### src/rtl/sequence_checker_timer.sv
// Inactivity timer: counts enabled cycles, flags the last allowed idle cycle.
module seq_timeout_timer #(
    parameter int TIMEOUT_CYC = 1000
) (
    input  logic clk,
    input  logic rst,
    input  logic i_clear,
    input  logic i_enable,
    output logic o_expire
);

    localparam int CNT_W = $clog2(TIMEOUT_CYC);

    logic [CNT_W-1:0] r_timer;
    logic             w_expire;

    assign w_expire = (r_timer == CNT_W'(TIMEOUT_CYC - 1));
    assign o_expire = w_expire;

    // Clear has priority; counting stops at the expiry value so it never wraps.
    always_ff @(posedge clk) begin
        if (!rst) begin
            r_timer <= '0;
        end else if (i_clear) begin
            r_timer <= '0;
        end else if (i_enable && !w_expire) begin
            r_timer <= r_timer + CNT_W'(1);
        end
    end

endmodule

### config.mk
export PLATFORM = sky130hd
export DESIGN_NAME = seq_timeout_timer
export DESIGN_NICKNAME = d
export VERILOG_FILES = /design/src/rtl/sequence_checker_timer.sv
export SDC_FILE = /design/constraint.sdc
export NUM_CORES = 1
export LEC_CHECK = 0
export CORE_AREA = 2 2 39 41
export CTS_CLUSTER_DIAMETER = 200
export DETAILED_ROUTE_END_ITERATION = 16
export DIE_AREA = 0 0 41 43
export PLACE_DENSITY_LB_ADDON = 0.12
export SYNTH_ARGS = -nofsm -noshare
export SYNTH_HDL_FRONTEND = slang
export SYNTH_SLANG_ARGS = --single-unit
### constraint.sdc
create_clock -name clk -period 1.65 [get_ports clk]
set_clock_uncertainty 0.15 [all_clocks]
set_input_delay 0.2475 -clock clk [delete_from_list [all_inputs] [get_ports clk]]
set_output_delay 0.2475 -clock clk [all_outputs]
set_load 0.01 [all_outputs]
# [Word level (Yosys, flattened, before mapping)]
# Cells that the tools add are included.
[classes] add_sub_neg=1 eq_ne=1 bitwise_logic=1 reduce_logical=3
[op_table] cell="10-bit by 1-bit adder with 10-bit output, second input constant" count=1
[op_table] cell="10-bit == test, second input constant" count=1
[op_table] cell="2-bit OR reduction" count=1
[op_table] cell="1-bit logical AND" count=1
[op_table] cell="1-bit zero test" count=1
[op_table] cell="1-bit NOT" count=1
[totals] reg_bits=10 in_bits=4

# [Depth between registers and ports, before layout]
# Gate-level depths: netlist of the first run.
[logic_depth] ltp_word=3 mapped_depth=5 depth_no_buf=5

# [Worst setup path before layout of the first run]
# No wires, ideal clock.
[synth_timing] path_type="register to register" startpoint="register r_timer[0]" endpoint="register r_timer[3]" setup_ps=116 arrival_time_ps=1274 t_required_ps=1384 slack_ps=111 stages_incl_launch_ff=6 path_cell_list="dfxtp_1 -> ha_1 -> nand4bb_4 -> nor3_2 -> nor4_1 -> a31o_1"
[synth_between] elab_chain_len=3 elab_cells_between_ends=4 cone_classes="1 x add/sub; 1 x eq/ne; 2 x reduce/logical"
[synth_lines] item="start: declaration" line_no="14" text="logic [CNT_W-1:0] r_timer;"
[synth_lines] item="start signal: assignment" line_no="27" text="r_timer <= r_timer + CNT_W'(1);"
[synth_lines] item="10-bit == test" line_no="17" text="assign w_expire = (r_timer == CNT_W'(TIMEOUT_CYC - 1));"
[synth_lines] item="via o_expire" line_no="9" text="output logic o_expire"
[synth_lines] item="1-bit zero test" line_no="26" text="end else if (i_enable && !w_expire) begin"
[synth_lines] item="1-bit logical AND" line_no="26"
# The timed path passes the listed nets, and every way through them passes these cells.
# A chain may end at the register's enable or synchronous reset.

# [Final worst setup path of the first run]
[layout_timing] startpoint="register r_timer[0]" endpoint="output port o_expire"
[layout_between] elab_chain_len=1
[layout_lines] item="10-bit == test" line_no="17"
[layout_lines] item="end: declaration" line_no="9"
# No other way between the ends.

==> impl_results.md, run 1 <==
- Top Registers: r_timer x10
- Vias per cell: 4.929
- CTS Buffer Depth: 2
- CP arrival: 1230 ps
- Biggest register: r_timer
- Hold Crit Class: reg2reg
- Area grow syn2layout: 56.22%
- CP Max Fanout: 2
- I/O Buffers: 4
- Post-Syn Instances: 53
- Drt first pass iters: 4
- Setup WS pre-CTS: -158.8 ps
- Ratio of cells with drive above 1 in the final layout: 43.90%
- Hold Vio Cnt, Final: 0
- Avg Cell Area, Syn: 9.490 um2
- Post-DRT Antenna Nets: 0
- Grt ovf: 0
- Yosys reg bits: 10
- Final Core Density: 56.78%
- RSZ-0062 raised after global routing: yes
- Fmax: 615.7 MHz
- Yosys warns: 0
- Layout filler cell count: 131
- Routed WL: 1217 um
- Initial antenna violation count: 0
- First-pass GRT wire length: 2145 um
- PD cells: 645.4 nW/um2
- Post-Layout Cell Count: 98
- Max-cap violations: 0
- Cts hold-fix bufs: 0
- FP Rows: 14
- Die area: 1763 um2
- Seq/Total Area, Yosys: 39.80%
- Reg-to-Reg Start: r_timer[0]
- Initial Util: 36.35%
- Peak supply drop: 320.6 uV
- Crit path from: r_timer[0]
- Vias in the first global route: 511
- Via count: 483
- Total track usage: 17.86%
- Placed cell count: 93
- Min Tclk post-route: 1624 ps
- Placed Area: 716.9 um2
- Ant diodes: 0
- IO Count: 5
- Design area: 785.8 um2
- Die W: 41 um
- WP data required: 1250 ps
- Count of pins over their slew limit: 0
- Die Height: 43 um
- DRT iter0 DRCs: 7
- Synth Net Count: 58
- Clock slew at reported path FFs: 70 ps
- H-tree Lvls: 1
- Routed length per instance: 12.42 um
- Critical path type: reg2out
- Crit path launch type: register
- Setup WS post-layout: 25.71 ps
- Hold_sp: r_timer[8]
- Clk_lat worst skew: 270 ps
- Total power draw: 0.5071 mW
- Layout Nets: 88
- Clock buffer count from CTS: 3
- Final setup fails: 0
- Synth cell types: 28
- Routability cong.: 0.7817
- CTS Root Buffer Type: clkbuf_4
- DRC errors left: 0
- Status: complete, no violations
- Detailed placer's ending HPWL: 937.7 um
- Period utilisation layout: 98.44%
- Mapped Area: 503.0 um2
- Pin count of the biggest net entering global routing: 7
- Tightest Pin Transition: 236.8 ps
- Max reg flops: 10
- Placeable Area: 1384 um2
- CTS tree: yes
- Lkg Pwr: 0.3048 nW
- Max-Slew Margin vs Limit: 84.01%
- Crit end category: primary output
- Clock sink count: 10
final timing paths:
path	endpoint	slack, ps	cells past startpoint
worst max-delay path	o_expire	30	4
worst max register to register	r_timer[0]	110	6
worst min register to register	r_timer[8]	380	2
worst min-delay path	r_timer[8]	380	2
worst max-delay path, cell delays in order, from the launching register on:
cell and delay (ps):
dfxtp_2 350, ha_4 150, nand4bb_4 120, nor3_4 180, buf_2 150
stage by stage:
stage	TNS [ps]	hold slack (ps)
floorplan	0	291.5
global placement	-278.0	360.4
detailed placement	-348.1	358.2
CTS	-12.95	380.1
global route	-44.57	431.8
finish	0	381.4
power by group:
group          internal [mW]  total (mW)  switching (mW)
registers              0.243       0.245         0.00168
logic                 0.0196      0.0346          0.0151
clock network          0.134       0.228          0.0938
total                  0.397       0.507           0.111
synthesized netlist by cell type, drive strengths merged:
| cell | count | area [um2] |
|---|---|---|
| a21oi | 1 | 5.000 |
| a31o | 1 | 8.760 |
| and2 | 1 | 7.510 |
| and4 | 1 | 8.760 |
| clkbuf | 1 | 3.750 |
| dfxtp | 10 | 200.2 |
| ha | 1 | 12.51 |
| nand2 | 5 | 21.27 |
| nand2b | 1 | 6.260 |
| nand3 | 3 | 15.01 |
| nand4 | 3 | 18.77 |
| nand4bb | 1 | 27.53 |
| nor2 | 6 | 22.52 |
| nor2b | 1 | 6.260 |
| nor3 | 2 | 15.01 |
| nor4 | 2 | 18.77 |
| o211ai | 1 | 7.510 |
| o21ai | 2 | 10.01 |
| o311ai | 1 | 8.760 |
| o31ai | 2 | 20.02 |
| o41ai | 1 | 8.760 |
| or3 | 1 | 6.260 |
| xnor2 | 2 | 17.52 |
| xor2 | 3 | 26.28 |
per-layer routing:
layer,share of wire (%),wire length (um),global-route usage [%],vias up
met1,47,569,24.51,226
li1,-,-,-,254
met5,0,0,0,-
met4,0,0,6.000,0
met3,2.6,32,3.141,0
met2,51,615,27.19,3
timing repair:
| item | 4_1_cts | 5_1_grt |
|---|---|---|
| pin swaps | 2 | 2 |
| gates resized for setup | 9 | 1 |
| buffers inserted | 0 | 1 |
| endpoints found under the setup margin | 1 | 2 |
cell usage in the layout, fill, tap and decap left out, drive strengths merged:
cell and n:
nand3 3, nand2 5, dfxtp 10, and2 1, xor2 3, a31o 1, nand4 3, nand4bb 1
o41ai 1, o211ai 1, nand2b 1, o31ai 2, clkbuf 4, o311ai 1, or3 1, o21ai 2
ha 1, buf 23, nor3 2, nor2b 1, nor4 2, a21oi 1, clkdlybuf4s50 3, and4 1
nor2 6, xnor2 2
kinds of logic after synthesis:
family,share of synthesized area (%)
AOI/OAI and AO/OA,13.68
xor gates and xnor gates,8.708
adders and majority gates,2.487
buffers and inverters,0.7456
DFF,39.80
and+or+nand+nor,34.58
final cells by class:
| class | count | area (um2) | area share (%) |
|---|---|---|---|
| sequential | 10 | 202.7 | 25.80 |
| timing repair buffer | 26 | 200.2 | 25.48 |
| tap | 16 | 20.02 | 2.548 |
| clock buffer | 4 | 36.28 | 4.618 |
| multi-input combinational | 42 | 326.6 | 41.56 |
(Power assumes the default switching activity.)
==> run 2, diff against run 1 <==
Settings changed: DONT_BUFFER_PORTS from default to 1, HOLD_SLACK_MARGIN from default to 0.05.
==> run 2 against run 1 <==
Against the previous run: sequential share of layout area up 7.3 points; largest cell class unchanged; combinational power shrank 47%; largest power group unchanged; cell count fell by 21%; maximum frequency shrank 2.0%; clock power is 3% higher; worst hold slack got worse by 310 ps; the run now ends with negative setup slack left; critical path depth is the same.
==> impl_results.md, run 2 (same netlist as run 1, synthesis figures left out) <==
- I/O Buffers: 0 (-4)
- Hold_sp: i_clear
- RSZ-0062 raised after global routing: yes
- Critical Path Max Stage Delay: 360 ps (about the same)
- Min Tclk post-route: 1658 ps (+33.25 ps)
- Peak supply drop: 407.3 uV (+27%)
- Die W: 41 um (unchanged)
- Ant diodes: 0 (unchanged)
- Initial antenna violation count: 0 (unchanged)
- Failing checks: negative setup slack
- Fmax: 603.3 MHz (-2.0%)
- Via count: 418 (-13%)
- Vias in the first global route: 370 (-28%)
- Worst path bufs/invs: 1 (unchanged)
- Worst-path cell chain: ha_4, nand4bb_4, nor3_4, buf_6
- Routed WL: 1047 um (-14%)
- Period utilisation layout: 100.5% (+2.0 points)
- IO Count: 5 (unchanged)
- Tightest Pin Transition: 369.5 ps (+132.7 ps)
- Routability cong.: 0.7208 (-7.8%)
- Slowest CP cell: dfxtp_4
- Post-DRT Antenna Nets: 0 (unchanged)
- First-pass GRT wire length: 1766 um (-18%)
- Ratio of cells with drive above 1 in the final layout: 34.43% (-9.5 points)
- Max reg flops: 10 (unchanged)
- PD cells: 786.0 nW/um2 (+22%)
- Area grow syn2layout: 25.62%
- CP Max Fanout: 3 (+1)
- Count of pins over their slew limit: 0 (unchanged)
- Hold Vio Cnt, Final: 0 (unchanged)
- Pin count of the biggest net entering global routing: 10 (+3)
- Drt first pass iters: 4 (unchanged)
- Reg2reg setup slack: 60 ps (-50 ps)
- WP data required: 1250 ps (about the same)
- Grt ovf: 0 (unchanged)
- Vias per cell: 5.429 (+10%)
- Reg-to-Reg Start: r_timer[1]
- Die area: 1763 um2 (unchanged)
- CTS tree: yes
- Fin Setup TNS: -7.532 ps (-7.532 ps)
- Worst R2R Path Depth: 6 (unchanged)
- Hold Crit Depth: 3 (+1)
- Hold EP: r_timer[1]
- FF-to-FF End: r_timer[0]
- Layout Nets: 67 (-24%)
- Clock sink count: 10 (unchanged)
- Biggest register: r_timer
- Total track usage: 16.04% (-1.8 points)
- Die Height: 43 um (unchanged)
- Top Registers: r_timer x10
- Max-Slew Margin vs Limit: 75.32% (-8.7 points)
- Detailed placer's ending HPWL: 738.3 um (-21%)
- CTS Buffer Depth: 2 (unchanged)
- Final setup fails: 1 (+1)
- DRC errors left: 0 (unchanged)
- Routed length per instance: 13.60 um (+9.5%)
- Initial Util: 36.35% (unchanged)
- CTS Root Buffer Type: clkbuf_4
- Hold slack: 72.20 ps (-309.2 ps)
- Hold Crit Class: in2reg
- Lkg Pwr: 0.2042 nW (-33%)
- Most common cell after layout, fill and taps aside: nor2_1
- Status: finished with violations
- FP Rows: 14 (unchanged)
- Max-cap violations: 0 (unchanged)
- H-tree Lvls: 1 (unchanged)
- DRT iter0 DRCs: 8 (+1)
- Crit path from: r_timer[1]
- Clk_lat worst skew: 280 ps (about the same)
- Crit path launch type: register
- Critical path type: reg2out
- CP arrival: 1260 ps (+30 ps)
- Crit end category: primary output
- Clock buffer count from CTS: 3 (unchanged)
- Cell family with most CP delay: flip-flops
- Placeable Area: 1384 um2 (unchanged)
- Setup WS post-layout: -7.532 ps (-33.25 ps)
- Clock slew at reported path FFs: 80 ps (about the same)
- Most frequent cells in the layout: nor2_1, dfxtp_1, nand2_1, dfxtp_2
## run 2: cell count changes in the layout (fill, tap and decap cells not counted), sizes merged
cell / change
clkdlybuf4s50: -3
buf: -19
dlygate4sd3: +1
## run 2: area by class of cell
cell class / instances / area [um2]
Sequential cell: 10 / 209.0
Timing Repair Buffer: 5 / 43.79
Tap cell: 16 / 20.02
Multi-Input combinational cell: 42 / 322.8
Fill cell: 136 / 752.0
Clock buffer: 4 / 36.28
## run 2: worst max path at each step
stage	cells past startpoint	endpoint	slack, ps
after detailed placement	5	r_timer[0]	40
after floorplan	5	r_timer[3]	110
after global placement	5	r_timer[0]	120
final	4	o_expire	-8
after CTS	4	o_expire	4
after global routing	4	o_expire	-60
## run 2: power breakdown
part           total, mW  internal (mW)  switching (mW)  leakage (nW)
Combinational     0.0184        0.00818          0.0102        0.0998
Sequential         0.244          0.242         0.00187        0.0834
Clock              0.235          0.134           0.100        0.0210
Total              0.497          0.384           0.112         0.204
## run 2: through the flow
step | util, % | area, um2 | setup WS (ps) | power, mW | std cells
floorplan | - | 503.0 | 110.6 | 0.2603 | 53
CTS | 45.48 | 629.4 | 3.622 | 0.5036 | 77
finish | 45.66 | 631.9 | -7.532 | 0.4966 | 77
global placement | 38.61 | 534.3 | 120.7 | 0.2642 | 70
global route | 45.66 | 631.9 | -59.38 | 0.5188 | 77
detailed placement | 38.61 | 534.3 | 44.04 | 0.2648 | 70
## run 2: metal layers
metal | vias to the layer above | GRT usage, % | part of all wire [%]
met3 | 6 | 6.283 | 5.0
met1 | 187 | 21.24 | 48
met5 | - | 0 | 0
li1 | 215 | - | -
met4 | 0 | 14.00 | 4.0
met2 | 10 | 19.06 | 43
## run 2: timing repair
item | CTS | global route
buffers inserted | 2 | 0
endpoints found under the hold margin | 1 | 0
gates resized for setup | 9 | 2
pin swaps | 2 | 0
setup endpoints to repair | 1 | 2
hold buffers | 1 | 0
## run 2: tightest hold or removal path, cell delays in order
cell and delay [ps]:
nor2b_1 70, nand2_1 80, o21ai_0 60
